--- config.mk ---
export PLATFORM = sky130hd
export DESIGN_NAME = seq_detector_prog
export DESIGN_NICKNAME = d
export VERILOG_FILES = /design/src/rtl/seq_det_pkg.sv /design/src/rtl/seq_det_cmp.sv /design/src/rtl/seq_detector_prog.sv
export SDC_FILE = /design/constraint.sdc
export NUM_CORES = 1
export LEC_CHECK = 0
export ABC_CLOCK_PERIOD_IN_PS = 4200
export BUFFER_PORTS_ARGS = -buffer_cell sky130_fd_sc_hd__buf_2
export CAP_MARGIN = 10
export CELL_PAD_IN_SITES_DETAIL_PLACEMENT = 1
export CELL_PAD_IN_SITES_GLOBAL_PLACEMENT = 1
export CORE_MARGIN = 2
export CORE_UTILIZATION = 42
export CTS_CLUSTER_DIAMETER = 30
export DETAILED_ROUTE_END_ITERATION = 8
export PLACE_DENSITY = 0.91
export SLEW_MARGIN = 20
export SYNTH_ARGS = -nofsm -noshare
export SYNTH_HDL_FRONTEND = slang
export SYNTH_HIERARCHICAL = 1
export SYNTH_SLANG_ARGS = --single-unit
--- constraint.sdc ---
create_clock -name i_clk -period 4.2 [get_ports i_clk]
set_input_delay 0.84 -clock i_clk [delete_from_list [all_inputs] [get_ports i_clk]]
set_output_delay 0.84 -clock i_clk [all_outputs]
set_load 0.05 [all_outputs]
--- src/rtl/seq_det_pkg.sv ---
// Shared types and constants for the programmable serial pattern detector.
package seq_det_pkg;

  localparam int MAX_LEN_DEF = 16;

  localparam logic MODE_NONOVL = 1'b0;
  localparam logic MODE_OVL    = 1'b1;

  typedef enum logic [1:0] {
    S_IDLE = 2'd0,
    S_FILL = 2'd1,
    S_RUN  = 2'd2
  } state_t;

endpackage

--- src/rtl/seq_det_cmp.sv ---
// Masked pattern comparator: only the low len bits of history/pattern take part.
module seq_det_cmp #(
  parameter int MAX_LEN = 16,
  parameter int LEN_W   = $clog2(MAX_LEN+1)
) (
  input  logic [MAX_LEN-1:0] history,
  input  logic [MAX_LEN-1:0] pattern,
  input  logic [LEN_W-1:0]   len,
  output logic               match
);

  logic [MAX_LEN-1:0] mask;

  // Thermometer mask: bit i is live when i < len.
  always_comb begin
    mask = '0;
    for (int i = 0; i < MAX_LEN; i++)
      mask[i] = (i < int'(len));
  end

  assign match = (((history ^ pattern) & mask) == '0);

endmodule

--- src/rtl/seq_detector_prog.sv ---
// Runtime-programmable serial pattern detector with overlap select and
// saturating match counter.
module seq_detector_prog
  import seq_det_pkg::*;
#(
  parameter int MAX_LEN = MAX_LEN_DEF,
  parameter int CNT_W   = 16,
  parameter int LEN_W   = $clog2(MAX_LEN+1)
) (
  input  logic               i_clk,
  input  logic               i_resetn,
  input  logic               i_cfg_load,
  input  logic [MAX_LEN-1:0] i_cfg_pattern,
  input  logic [LEN_W-1:0]   i_cfg_len,
  input  logic               i_cfg_overlap,
  input  logic               i_enable,
  input  logic               i_valid,
  input  logic               i_data,
  input  logic               i_cnt_clr,
  output logic               o_pattern_found,
  output logic [CNT_W-1:0]   o_match_cnt,
  output logic               o_cfg_err,
  output logic               o_armed
);

  state_t             state_q, state_d;
  logic [MAX_LEN-1:0] hist_q, hist_d, hist_sh;
  logic [MAX_LEN-1:0] pat_q, pat_d;
  logic [LEN_W-1:0]   len_q, len_d, fill_q, fill_d;
  logic               ovl_q, ovl_d;
  logic               found_d, err_d, cfg_ok, cmp_match;

  assign hist_sh = {hist_q[MAX_LEN-2:0], i_data};
  assign cfg_ok  = (i_cfg_len != '0) && (i_cfg_len <= LEN_W'(MAX_LEN));

  // Compare against the post-shift history so the bit arriving now counts.
  seq_det_cmp #(.MAX_LEN(MAX_LEN), .LEN_W(LEN_W)) u_cmp (
    .history (hist_sh),
    .pattern (pat_q),
    .len     (len_q),
    .match   (cmp_match)
  );

  // Next-state: config load first, then enable, then the fill/run datapath.
  always_comb begin
    state_d = state_q;
    hist_d  = hist_q;
    fill_d  = fill_q;
    pat_d   = pat_q;
    len_d   = len_q;
    ovl_d   = ovl_q;
    found_d = 1'b0;
    err_d   = 1'b0;
    if (i_cfg_load) begin
      // Load cycle never consumes the data bit.
      if (cfg_ok) begin
        pat_d   = i_cfg_pattern;
        len_d   = i_cfg_len;
        ovl_d   = i_cfg_overlap;
        hist_d  = '0;
        fill_d  = '0;
        state_d = i_enable ? S_FILL : S_IDLE;
      end else begin
        err_d = 1'b1;
        if (!i_enable) begin
          state_d = S_IDLE;
          hist_d  = '0;
          fill_d  = '0;
        end
      end
    end else if (!i_enable) begin
      state_d = S_IDLE;
      hist_d  = '0;
      fill_d  = '0;
    end else begin
      unique case (state_q)
        S_IDLE: state_d = S_FILL;
        S_FILL: if (i_valid) begin
          hist_d = hist_sh;
          fill_d = fill_q + 1'b1;
          // The len-th bit is already eligible to match.
          if (fill_d == len_q) begin
            found_d = cmp_match;
            if (cmp_match && ovl_q == MODE_NONOVL) fill_d = '0;
            else                                   state_d = S_RUN;
          end
        end
        S_RUN: if (i_valid) begin
          hist_d  = hist_sh;
          found_d = cmp_match;
          if (cmp_match && ovl_q == MODE_NONOVL) begin
            fill_d  = '0;
            state_d = S_FILL;
          end
        end
        default: state_d = S_IDLE;
      endcase
    end
  end

  // State, config and output registers; clear beats increment, count saturates.
  always_ff @(posedge i_clk) begin
    if (!i_resetn) begin
      state_q         <= S_IDLE;
      hist_q          <= '0;
      fill_q          <= '0;
      pat_q           <= '0;
      len_q           <= LEN_W'(1);
      ovl_q           <= MODE_OVL;
      o_pattern_found <= 1'b0;
      o_cfg_err       <= 1'b0;
      o_match_cnt     <= '0;
    end else begin
      state_q         <= state_d;
      hist_q          <= hist_d;
      fill_q          <= fill_d;
      pat_q           <= pat_d;
      len_q           <= len_d;
      ovl_q           <= ovl_d;
      o_pattern_found <= found_d;
      o_cfg_err       <= err_d;
      if (i_cnt_clr)                         o_match_cnt <= '0;
      else if (found_d && o_match_cnt != '1) o_match_cnt <= o_match_cnt + 1'b1;
    end
  end

  assign o_armed = (state_q == S_RUN);

endmodule

==> flow_metrics.py, run 1 <==
metrics = {
    "placed_design": {
        "placed_area_sq_mm": 0.00361,
        "hpwl_mm": 6.14,
        "place.gp.congestion": 0.869,
        "io_buffer_count": 47,
    },
    "routing": {
        "drtPass1Iterations": 4,
        "drtAntennaViolNets": 0,
        "detail_route.iter0.violations": 73,
        "viasPerCell": 5.50,
        "wl_mm": 8.55,
        "via_count": 3055,
        "drc_errors": 0,
        "post_drt_wl_per_cell_microns": 15.4,
    },
    "worst_setup_path": {
        "crit_chain": "nor4_1 > a21oi_1 > or4_4 > nor4_2 > nand4_1 > or3_4 > or4_1 > a21oi_1",
        "crit_buf_inv": 0,
        "critPathKind": "reg -> reg",
        "cp_slowest_cell": "or4_1",
        "cp.arrival_ps": 3610,
        "cp_max_fo": 16,
        "cp_top_family": "simple AND/OR/NAND/NOR gates",
        "cpPeakStageDelay_ps": 530,
        "path_common_cell": "a21oi_1",
        "ff2ff_path_depth": 8,
        "end_kind": "flip-flop",
        "critPathLaunchType": "flip-flop",
        "critical_path_depth": 8,
        "required_ps": 4470,
    },
    "run_status": {
        "status": "completed",
    },
    "logic_synthesis": {
        "ys_types": 58,
        "synthesis.area_sq_mm": 0.00332,
        "ys_warn_count": 6,
        "synth_top_cells_by_area": "dfxtp_1 37%, nand2_1 8.6%, a21boi_0 7.9%, nand3_1 5.0%, xnor2_1 4.8%",
        "synth_nets": 443,
        "async_flop_share_pct": 0,
        "synth_edf_count": 0,
        "synth-seq-cells": 62,
        "synthCells": 408,
        "synth_seq_area_share_pct": 37.4,
        "avgSynthCellArea_sq_um": 8.13,
        "synth_ff_type": "dfxtp_1",
        "yosysMostFrequentCell": "nand2_1",
        "synth_top_area_share_pct": 37.4,
        "yosysTopAreaCell": "dfxtp_1",
        "yosys-top-cells-count": "76 x nand2_1, 62 x dfxtp_1, 35 x a21boi_0",
    },
    "clock_network": {
        "cts_max_path_buffers": 2,
        "cts-resized-gates": 0,
        "cts_tree": "done",
        "postCtsSetupRepairBufs": 0,
        "clock-root-buffer": "clkbuf_8",
        "cts_hold_buffers": 0,
        "cts_sinks": 62,
        "htreeDepth": 3,
        "insertion_delay_ps": 340,
        "cts-buffers-inserted": 9,
        "clkTransAtPathRegs_ps": 70,
    },
    "die": {
        "fp.coreArea_sq_mm": 0.00769,
        "fp.dieH_microns": 92.9,
        "pin_count": 48,
        "die_w_microns": 92.9,
        "dieArea_sq_mm": 0.00862,
        "num_rows": 32,
        "initial_core_util_pct": 43.1,
    },
    "run": {
        "drv_cap": 0,
    },
    "sta": {
        "finalCritPeriodShare_pct": 79.6,
        "fin_crit_ps": 3340,
        "worstMarginPinSlew_ps": 784,
        "fin_setup_tns_ps": 0,
        "finalHoldViolations": 0,
        "slew_violations": 0,
        "rsz0062_at_grt": "false",
        "max_freq_mhz": 299,
        "setup_viol": 0,
        "finClkSkew_ps": 10.0,
        "slew_headroom_pct": 47.6,
    },
    "global_route": {
        "overflow": 0,
        "grt_use_total_pct": 20.6,
        "grt_pass1_wl_mm": 14.4,
        "grt_max_degree": 47,
        "antenna_found_initial": 0,
        "grt_pass1_vias": 3094,
    },
    "hold_path": {
        "hp-class": "reg -> reg",
        "min_path_cells": 2,
    },
    "pwr": {
        "powerDensity_mw_per_mm2": 320,
        "vdd_drop_max_mv": 0.195,
        "p_leak_nw": 1.42,
        "power_mw": 1.21,
    },
    "cells_and_area": {
        "fin_nets": 483,
        "layout-drive-gt1-share_pct": 17.0,
        "n_antenna_cell": 0,
        "postLayoutCellArea_sq_mm": 0.00378,
        "syn_to_final_growth_pct": 14.1,
    },
}
[worst paths after layout]
check	start	end	slack, ps
max	len_q[2]$_SDFFE_PN0P_	o_match_cnt[12]$_SDFFE_PP0P_	860
min	hist_q[14]$_SDFFE_PN0P_	hist_q[14]$_SDFFE_PN0P_	470
max reg2reg	len_q[2]$_SDFFE_PN0P_	o_match_cnt[12]$_SDFFE_PP0P_	860
min reg2reg	hist_q[14]$_SDFFE_PN0P_	hist_q[14]$_SDFFE_PN0P_	470
[final cells by class]
class | instances | area, sq um
clock buffer | 12 | 145
tap | 102 | 128
inverter | 8 | 30.0
fill | 971 | 3910
sequential | 62 | 1240
multi-input combinational | 315 | 1940
clock inverter | 4 | 22.5
timing repair buffer | 52 | 273
[power by group]
| group | internal [mW] | switching (mW) | leakage, nW |
|---|---|---|---|
| registers | 0.601 | 0.0176 | 0.503 |
| logic | 0.0539 | 0.0793 | 0.833 |
| clock network | 0.227 | 0.231 | 0.0861 |
| total | 0.883 | 0.328 | 1.42 |
[through the flow]
step | hold WS [ps] | setup WS, ps | util (%) | std cells
2_1_floorplan | 441 | 1080 | - | 408
3_3_place_gp | 452 | 765 | 47.0 | 539
3_5_place_dp | 465 | 658 | 47.0 | 539
4_1_cts | 474 | 894 | 49.2 | 555
5_1_grt | 494 | 565 | 49.2 | 555
6_report | 467 | 858 | 49.2 | 555
[kinds of logic after synthesis]
logic type | after synthesis | share of synthesized area [%]
xor gates and xnor gates | 29 | 7.89
adders and majority gates | 6 | 2.26
AOI/OAI and AO/OA | 99 | 20.3
buffers and inverters | 31 | 4.15
DFF | 62 | 37.4
muxes | 2 | 0.604
and+or+nand+nor | 179 | 27.4
[registers in the layout, summed over array words and instances, names as in the netlist, 2 cells and up]
name	count
o_match_cnt	16
pat_q	16
fill_q	5
len_q	5
state_q	2
hist_q	15
[metal layers]
metal  share of wire, %  GRT usage, %  routed length (microns)
met2                 50          36.7                     4290
met5                  0             0                        0
met3                3.3          3.82                      278
met1                 44          24.1                     3790
met4                2.1          8.58                      183
[worst min-delay path, stage by stage, from the launching register on]
cell and delay [ps]:
dfxtp_1 320, nand2_1 50, a21boi_1 50
[placed cells by master, fill, tap and decap left out, types with 4 or more instances in the layout]
master and n:
nand2_1 76, dfxtp_1 62, buf_2 47, a21boi_0 35, nand3_1 33, a21oi_1 22
xnor2_1 18, nor2_1 14, xor2_1 10, clkbuf_8 10, inv_1 8, o21ai_0 8
or4_1 7, nand4_1 6, o21ai_1 6, ha_1 6, and3_1 5, buf_4 5
nor2b_1 4, nor4_1 4, a21o_1 4
Note: power is estimated with default switching activity, not from simulation.
==> run 2: changes to the inputs <==
--- a/config.mk
+++ b/config.mk
@@ -5,7 +5,7 @@
 export SDC_FILE = /design/constraint.sdc
 export NUM_CORES = 1
 export LEC_CHECK = 0
-export ABC_CLOCK_PERIOD_IN_PS = 4200
+export ABC_CLOCK_PERIOD_IN_PS = 3400
 export BUFFER_PORTS_ARGS = -buffer_cell sky130_fd_sc_hd__buf_2
 export CAP_MARGIN = 10
 export CELL_PAD_IN_SITES_DETAIL_PLACEMENT = 1
==> constraint.sdc (replaced) <==
create_clock -name i_clk -period 3.4 [get_ports i_clk]
set_input_delay 0.68 -clock i_clk [delete_from_list [all_inputs] [get_ports i_clk]]
set_output_delay 0.68 -clock i_clk [all_outputs]
set_load 0.05 [all_outputs]
==> run 2 against run 1 <==
Compared with the run above:
- die area did not move
- fmax grew 4.1%
- largest power group unchanged
- critical path depth grew 2
- sequential share of layout area decreased by 0.44 points
- final area rose by 1.4%
- routed wire length increased by 4.5%
- global-route usage is 1.6 points higher
==> flow_metrics.py, run 2 (synthesized netlist as in run 1, its figures left out) <==
metrics = {
    "cells_and_area": {
        "mostFrequentLayoutCells": "76 x nand2_1, 62 x dfxtp_1, 47 x buf_2, 35 x a21boi_0, 33 x nand3_1",
        "final_common_cell": "nand2_1",
        "syn_to_final_growth_pct": 15.6,
        "fillCellCount": 985,
        "layout-drive-gt1-share_pct": 18.3,
        "n_antenna_cell": 0,
        "largest_registers": "o_match_cnt x16, pat_q x16, hist_q x15",
        "fin_nets": 488,
    },
    "sta": {
        "finalHoldViolations": 0,
        "finClkSkew_ps": 9.99,
        "rsz0062_at_grt": "false",
        "fin_crit_ps": 3210,
        "setup_viol": 0,
        "finalCritPeriodShare_pct": 94.4,
        "worstMarginPinSlew_ps": 694,
        "whs_ps": 486,
        "fin_setup_tns_ps": 0,
        "slew_violations": 0,
        "max_freq_mhz": 311,
        "slew_headroom_pct": 53.6,
    },
    "run_status": {
        "status": "completed",
    },
    "hold_path": {
        "hp-class": "reg -> reg",
        "min_from": "pat_q[8]$_SDFFE_PN0P_",
    },
    "pwr": {
        "p_leak_nw": 1.45,
        "clkPwrFrac_pct": 38.5,
        "p_seq_share_pct": 49.9,
        "power_mw": 1.52,
        "internal-power_mw": 1.10,
        "netSwitchingPower_mw": 0.427,
        "comb_power_share_pct": 11.6,
        "powerDensity_mw_per_mm2": 398,
        "vdd_drop_max_mv": 0.206,
        "switching_share_pct": 28.0,
    },
    "clock_network": {
        "insertion_delay_ps": 350,
        "cts_sinks": 62,
        "clkTransAtPathRegs_ps": 70,
        "cts_hold_buffers": 0,
        "htreeDepth": 3,
        "cts_max_path_buffers": 2,
        "clock-root-buffer": "clkbuf_8",
        "postCtsSetupRepairBufs": 0,
        "cts-buffers-inserted": 9,
        "cts_tree": "done",
    },
    "routing": {
        "detail_route.iter0.violations": 97,
        "drtAntennaViolNets": 0,
        "via_count": 3123,
        "drtPass1Iterations": 4,
        "wl_mm": 8.93,
        "drc_errors": 0,
        "viasPerCell": 5.58,
        "post_drt_wl_per_cell_microns": 16.0,
    },
    "placed_design": {
        "hpwl_mm": 6.32,
        "io_buffer_count": 47,
        "place.gp.congestion": 0.892,
    },
    "worst_setup_path": {
        "critPathKind": "reg -> reg",
        "r2r_start": "len_q[2]$_SDFFE_PN0P_",
        "cp.arrival_ps": 3480,
        "critPathLaunchType": "flip-flop",
        "end_kind": "flip-flop",
        "startpoint": "len_q[2]$_SDFFE_PN0P_",
        "required_ps": 3670,
        "cp_max_fo": 14,
    },
    "die": {
        "pin_count": 48,
        "die_w_microns": 92.9,
        "fp.dieH_microns": 92.9,
        "dieArea_sq_mm": 0.00862,
        "initial_core_util_pct": 43.1,
        "fp.coreArea_sq_mm": 0.00769,
        "num_rows": 32,
    },
    "run": {
        "drv_cap": 0,
    },
    "global_route": {
        "grt_pass1_wl_mm": 15.4,
        "grt_use_total_pct": 22.2,
        "antenna_found_initial": 0,
        "grt_pass1_vias": 3303,
        "overflow": 0,
        "grt_max_degree": 31,
    },
}
[run 2: cell types whose count changed in the layout (fill, tap and decap cells not counted)]
cell / change
nor4_1: -1
buf_4: +5
clkbuf_1: -1
clkinvlp_4: +1
clkinv_2: -1
nor4_2: +1
inv_6: +1
[run 2: worst paths after layout]
kind              cells after the start  slack [ps]                      to
hold reg to reg                       2         490   pat_q[8]$_SDFFE_PN0P_
setup / recovery                     10         190  fill_q[3]$_SDFFE_PN0P_
hold / removal                        2         490   pat_q[8]$_SDFFE_PN0P_
setup reg to reg                     10         190  fill_q[3]$_SDFFE_PN0P_
[run 2: power groups by stage]
stage                     Clock (mW)  Sequential [mW]  Combinational, mW
final                          0.587            0.761              0.177
after global routing           0.640            0.763              0.197
after CTS                      0.604            0.760              0.177
after detailed placement           0            0.777              0.174
after global placement             0            0.776              0.166
after floorplan                    0            0.774              0.116
[run 2: area by class of cell]
| class | instances | area [sq um] | area share [%] |
|---|---|---|---|
| clock buffer | 11 | 141 | 3.69 |
| multi-input combinational | 315 | 1950 | 50.8 |
| sequential | 62 | 1240 | 32.4 |
| timing repair buffer | 57 | 310 | 8.09 |
| inverter | 8 | 30.0 | 0.783 |
| tap | 102 | 128 | 3.33 |
| clock inverter | 5 | 33.8 | 0.881 |
[run 2: what timing repair did]
action                                  CTS  global route
endpoints found under the setup margin    0             4
gates resized for setup                   0             1
hold endpoints to repair                  0             0
[run 2: worst max-delay path, cell delays in order, from the launching register on]
cell and delay, ps:
dfxtp_1 340, buf_4 200, nor3_1 340, o22ai_1 140
or4_1 540, nor4_2 240, nor2b_1 260, o2bb2ai_1 180
a21oi_1 140, or4_1 590, o21ai_1 160
[run 2: through the flow]
| step | instance area, sq um | utilization (%) | instances | setup WS (ps) |
|---|---|---|---|---|
| 3_5_place_dp | 3650 | 47.5 | 544 | 144 |
| 4_1_cts | 3830 | 49.8 | 560 | 178 |
| 2_1_floorplan | 3320 | - | 408 | 440 |
| 6_report | 3830 | 49.9 | 560 | 189 |
| 5_1_grt | 3830 | 49.9 | 560 | 2.83 |
| 3_3_place_gp | 3650 | 47.5 | 544 | 288 |
[run 2: per-layer routing]
metal	wire, microns	global-route usage [%]	vias to the layer above	part of all wire (%)
li1	-	-	1542	-
met1	3910	26.7	1496	44
met2	4520	38.5	67	51
met3	326	3.50	18	3.6
met4	176	10.4	0	2.0
met5	0	0	-	0
==> run 3: changes to the inputs <==
--- a/config.mk
+++ b/config.mk
@@ -11,10 +11,11 @@
 export CELL_PAD_IN_SITES_DETAIL_PLACEMENT = 1
 export CELL_PAD_IN_SITES_GLOBAL_PLACEMENT = 1
 export CORE_MARGIN = 2
-export CORE_UTILIZATION = 42
+export CORE_UTILIZATION = 44
+export CTS_BUF_LIST = sky130_fd_sc_hd__clkbuf_8
 export CTS_CLUSTER_DIAMETER = 30
 export DETAILED_ROUTE_END_ITERATION = 8
-export PLACE_DENSITY = 0.91
+export PLACE_DENSITY = 0.94
 export SLEW_MARGIN = 20
 export SYNTH_ARGS = -nofsm -noshare
 export SYNTH_HDL_FRONTEND = slang
==> run 3 against run 2 <==
Compared with the run above:
- final area up 0.98%
- via count up 1.1%
- sequential share of layout area down 0.31 points
- flip-flop and latch count unchanged
- clock power up 27%
- die area down 4.3%
- worst setup slack better by 53 ps
- worst hold slack worse by 12 ps
- first-iteration DRC count up 47%
- critical path depth down 1
- sequential power about the same
- critical path type unchanged
- largest power group unchanged
==> flow_metrics.py, run 3 (synthesized netlist as in run 1, its figures left out) <==
metrics = {
    "global_route": {
        "grt_max_degree": 31,
        "grt_pass1_wl_mm": 15.8,
        "grt_pass1_vias": 3299,
        "antenna_found_initial": 0,
        "grt_use_total_pct": 23.8,
        "overflow": 0,
    },
    "cells_and_area": {
        "n_antenna_cell": 0,
        "mostFrequentLayoutCells": "76 x nand2_1, 62 x dfxtp_1, 47 x buf_2, 35 x a21boi_0, 33 x nand3_1",
        "final-seq-area_sq_mm": 0.00124,
        "syn_to_final_growth_pct": 16.8,
        "fillCellCount": 930,
        "largest_registers": "o_match_cnt x16, pat_q x16, hist_q x15",
        "layout-drive-gt1-share_pct": 18.2,
        "final_util_pct": 53.1,
        "multi_input_area_sq_mm": 0.00195,
        "fin_cells": 556,
        "final_common_cell": "nand2_1",
        "fin_nets": 487,
        "postLayoutCellArea_sq_mm": 0.00387,
    },
    "clock_network": {
        "cts-buffers-inserted": 9,
        "htreeDepth": 3,
        "insertion_delay_ps": 360,
        "clock-root-buffer": "clkbuf_8",
        "cts_max_path_buffers": 2,
        "clkTransAtPathRegs_ps": 80,
        "cts_sinks": 62,
        "cts_tree": "done",
        "cts_hold_buffers": 0,
    },
    "routing": {
        "wl_mm": 9.44,
        "detail_route.iter0.violations": 143,
        "drtAntennaViolNets": 0,
        "via_count": 3157,
        "drc_errors": 0,
        "drtPass1Iterations": 4,
        "viasPerCell": 5.68,
        "post_drt_wl_per_cell_microns": 17.0,
    },
    "pwr": {
        "netSwitchingPower_mw": 0.438,
        "internal-power_mw": 1.24,
        "p_leak_nw": 1.47,
        "switching_share_pct": 26.1,
        "comb_power_share_pct": 10.5,
        "powerDensity_mw_per_mm2": 434,
        "clkPwrFrac_pct": 44.2,
        "vdd_drop_max_mv": 0.260,
        "p_seq_share_pct": 45.3,
    },
    "sta": {
        "worst_slack_ps": 242,
        "slew_headroom_pct": 49.6,
        "finClkSkew_ps": 13.9,
        "fin_setup_tns_ps": 0,
        "slew_violations": 0,
        "worstMarginPinSlew_ps": 754,
        "finalHoldViolations": 0,
        "fin_crit_ps": 3160,
        "rsz0062_at_grt": "false",
        "setup_viol": 0,
        "max_freq_mhz": 317,
        "finalCritPeriodShare_pct": 92.9,
    },
    "worst_setup_path": {
        "required_ps": 3690,
        "critPathLaunchType": "flip-flop",
        "r2r_end": "fill_q[3]$_SDFFE_PN0P_",
        "cp_max_fo": 14,
        "end_kind": "flip-flop",
        "r2r_slack_ps": 240,
        "critPathKind": "reg -> reg",
        "ff2ff_path_depth": 9,
        "r2r_start": "len_q[4]$_SDFFE_PN0P_",
        "startpoint": "len_q[4]$_SDFFE_PN0P_",
        "crit_end": "fill_q[3]$_SDFFE_PN0P_",
        "cp.arrival_ps": 3440,
    },
    "run_status": {
        "status": "completed",
    },
    "die": {
        "pin_count": 48,
        "initial_core_util_pct": 45.5,
        "dieArea_sq_mm": 0.00825,
        "die_w_microns": 90.8,
        "fp.dieH_microns": 90.8,
        "num_rows": 31,
        "fp.coreArea_sq_mm": 0.00729,
    },
    "placed_design": {
        "dp_slack_ps": 181,
        "place.gp.congestion": 0.851,
        "placed_area_sq_mm": 0.00364,
        "hpwl_mm": 6.54,
        "io_buffer_count": 47,
        "post-place-cells": 540,
    },
    "hold_path": {
        "hp-class": "reg -> reg",
    },
    "run": {
        "drv_cap": 0,
    },
}
[run 3: cell count changes in the layout (fill, tap and decap cells not counted), sizes merged]
| cell | previous run | this run |
|---|---|---|
| clkbuf | 11 | 10 |
| buf | 57 | 56 |
| clkinvlp | 2 | 0 |
| clkinv | 2 | 3 |
| bufinv | 0 | 2 |
[run 3: how the worst min path moves through the flow]
| stage | startpoint | end | slack (ps) | cells after the start |
|---|---|---|---|---|
| final | hist_q[14]$_SDFFE_PN0P_ | hist_q[14]$_SDFFE_PN0P_ | 470 | 2 |
| after CTS | hist_q[14]$_SDFFE_PN0P_ | hist_q[14]$_SDFFE_PN0P_ | 470 | 2 |
| after global placement | hist_q[14]$_SDFFE_PN0P_ | hist_q[14]$_SDFFE_PN0P_ | 450 | 2 |
| after floorplan | ovl_q$_SDFFE_PN1P_ | ovl_q$_SDFFE_PN1P_ | 440 | 2 |
| after global routing | hist_q[14]$_SDFFE_PN0P_ | hist_q[14]$_SDFFE_PN0P_ | 480 | 2 |
| after detailed placement | hist_q[14]$_SDFFE_PN0P_ | hist_q[14]$_SDFFE_PN0P_ | 460 | 2 |
[run 3: worst max-delay path, cell delays in order, from the launching register on]
cell and delay [ps]:
dfxtp_1 470, or2_1 340, o2111a_1 250, or4_4 410, nor4_2 310, nor2b_1 270
o2bb2ai_1 170, a21oi_1 130, or4_1 590, o21ai_1 160
[run 3: cell type report]
| class | instances | share of cell area, % |
|---|---|---|
| multi-input cells | 315 | 50.4 |
| flip-flops and latches | 62 | 32.1 |
| repair buffers | 56 | 7.82 |
| clock buffers | 10 | 3.56 |
| well taps | 99 | 3.20 |
| clock inverters | 6 | 2.23 |
| inverters | 8 | 0.776 |
[run 3: per-layer routing]
layer / share of wire (%) / track usage, % / vias up / wire length (microns)
met4: 3.0 / 12.2 / 0 / 284
met3: 3.3 / 4.17 / 25 / 312
met5: 0 / 0 / - / 0
met1: 44 / 27.9 / 1531 / 4110
met2: 50 / 41.5 / 76 / 4720
li1: - / - / 1525 / -
[run 3: repair_timing]
item                       in CTS  in global routing
setup endpoints to repair       0                  6
resized for setup               0                  1
buffers inserted                0                  0
[run 3: stage by stage]
step	power [mW]	hold WS [ps]
finish	1.68	475
global route	1.74	482
CTS	1.69	472
detailed placement	0.950	462
global placement	0.941	453
floorplan	0.890	441
[run 3: power groups by stage]
| stage | clock network (mW) | logic (mW) | registers, mW |
|---|---|---|---|
| 6_report | 0.744 | 0.176 | 0.761 |
| 5_1_grt | 0.786 | 0.195 | 0.763 |
| 4_1_cts | 0.755 | 0.176 | 0.761 |
| 3_5_place_dp | 0 | 0.173 | 0.777 |
| 3_3_place_gp | 0 | 0.165 | 0.776 |
| 2_1_floorplan | 0 | 0.116 | 0.774 |
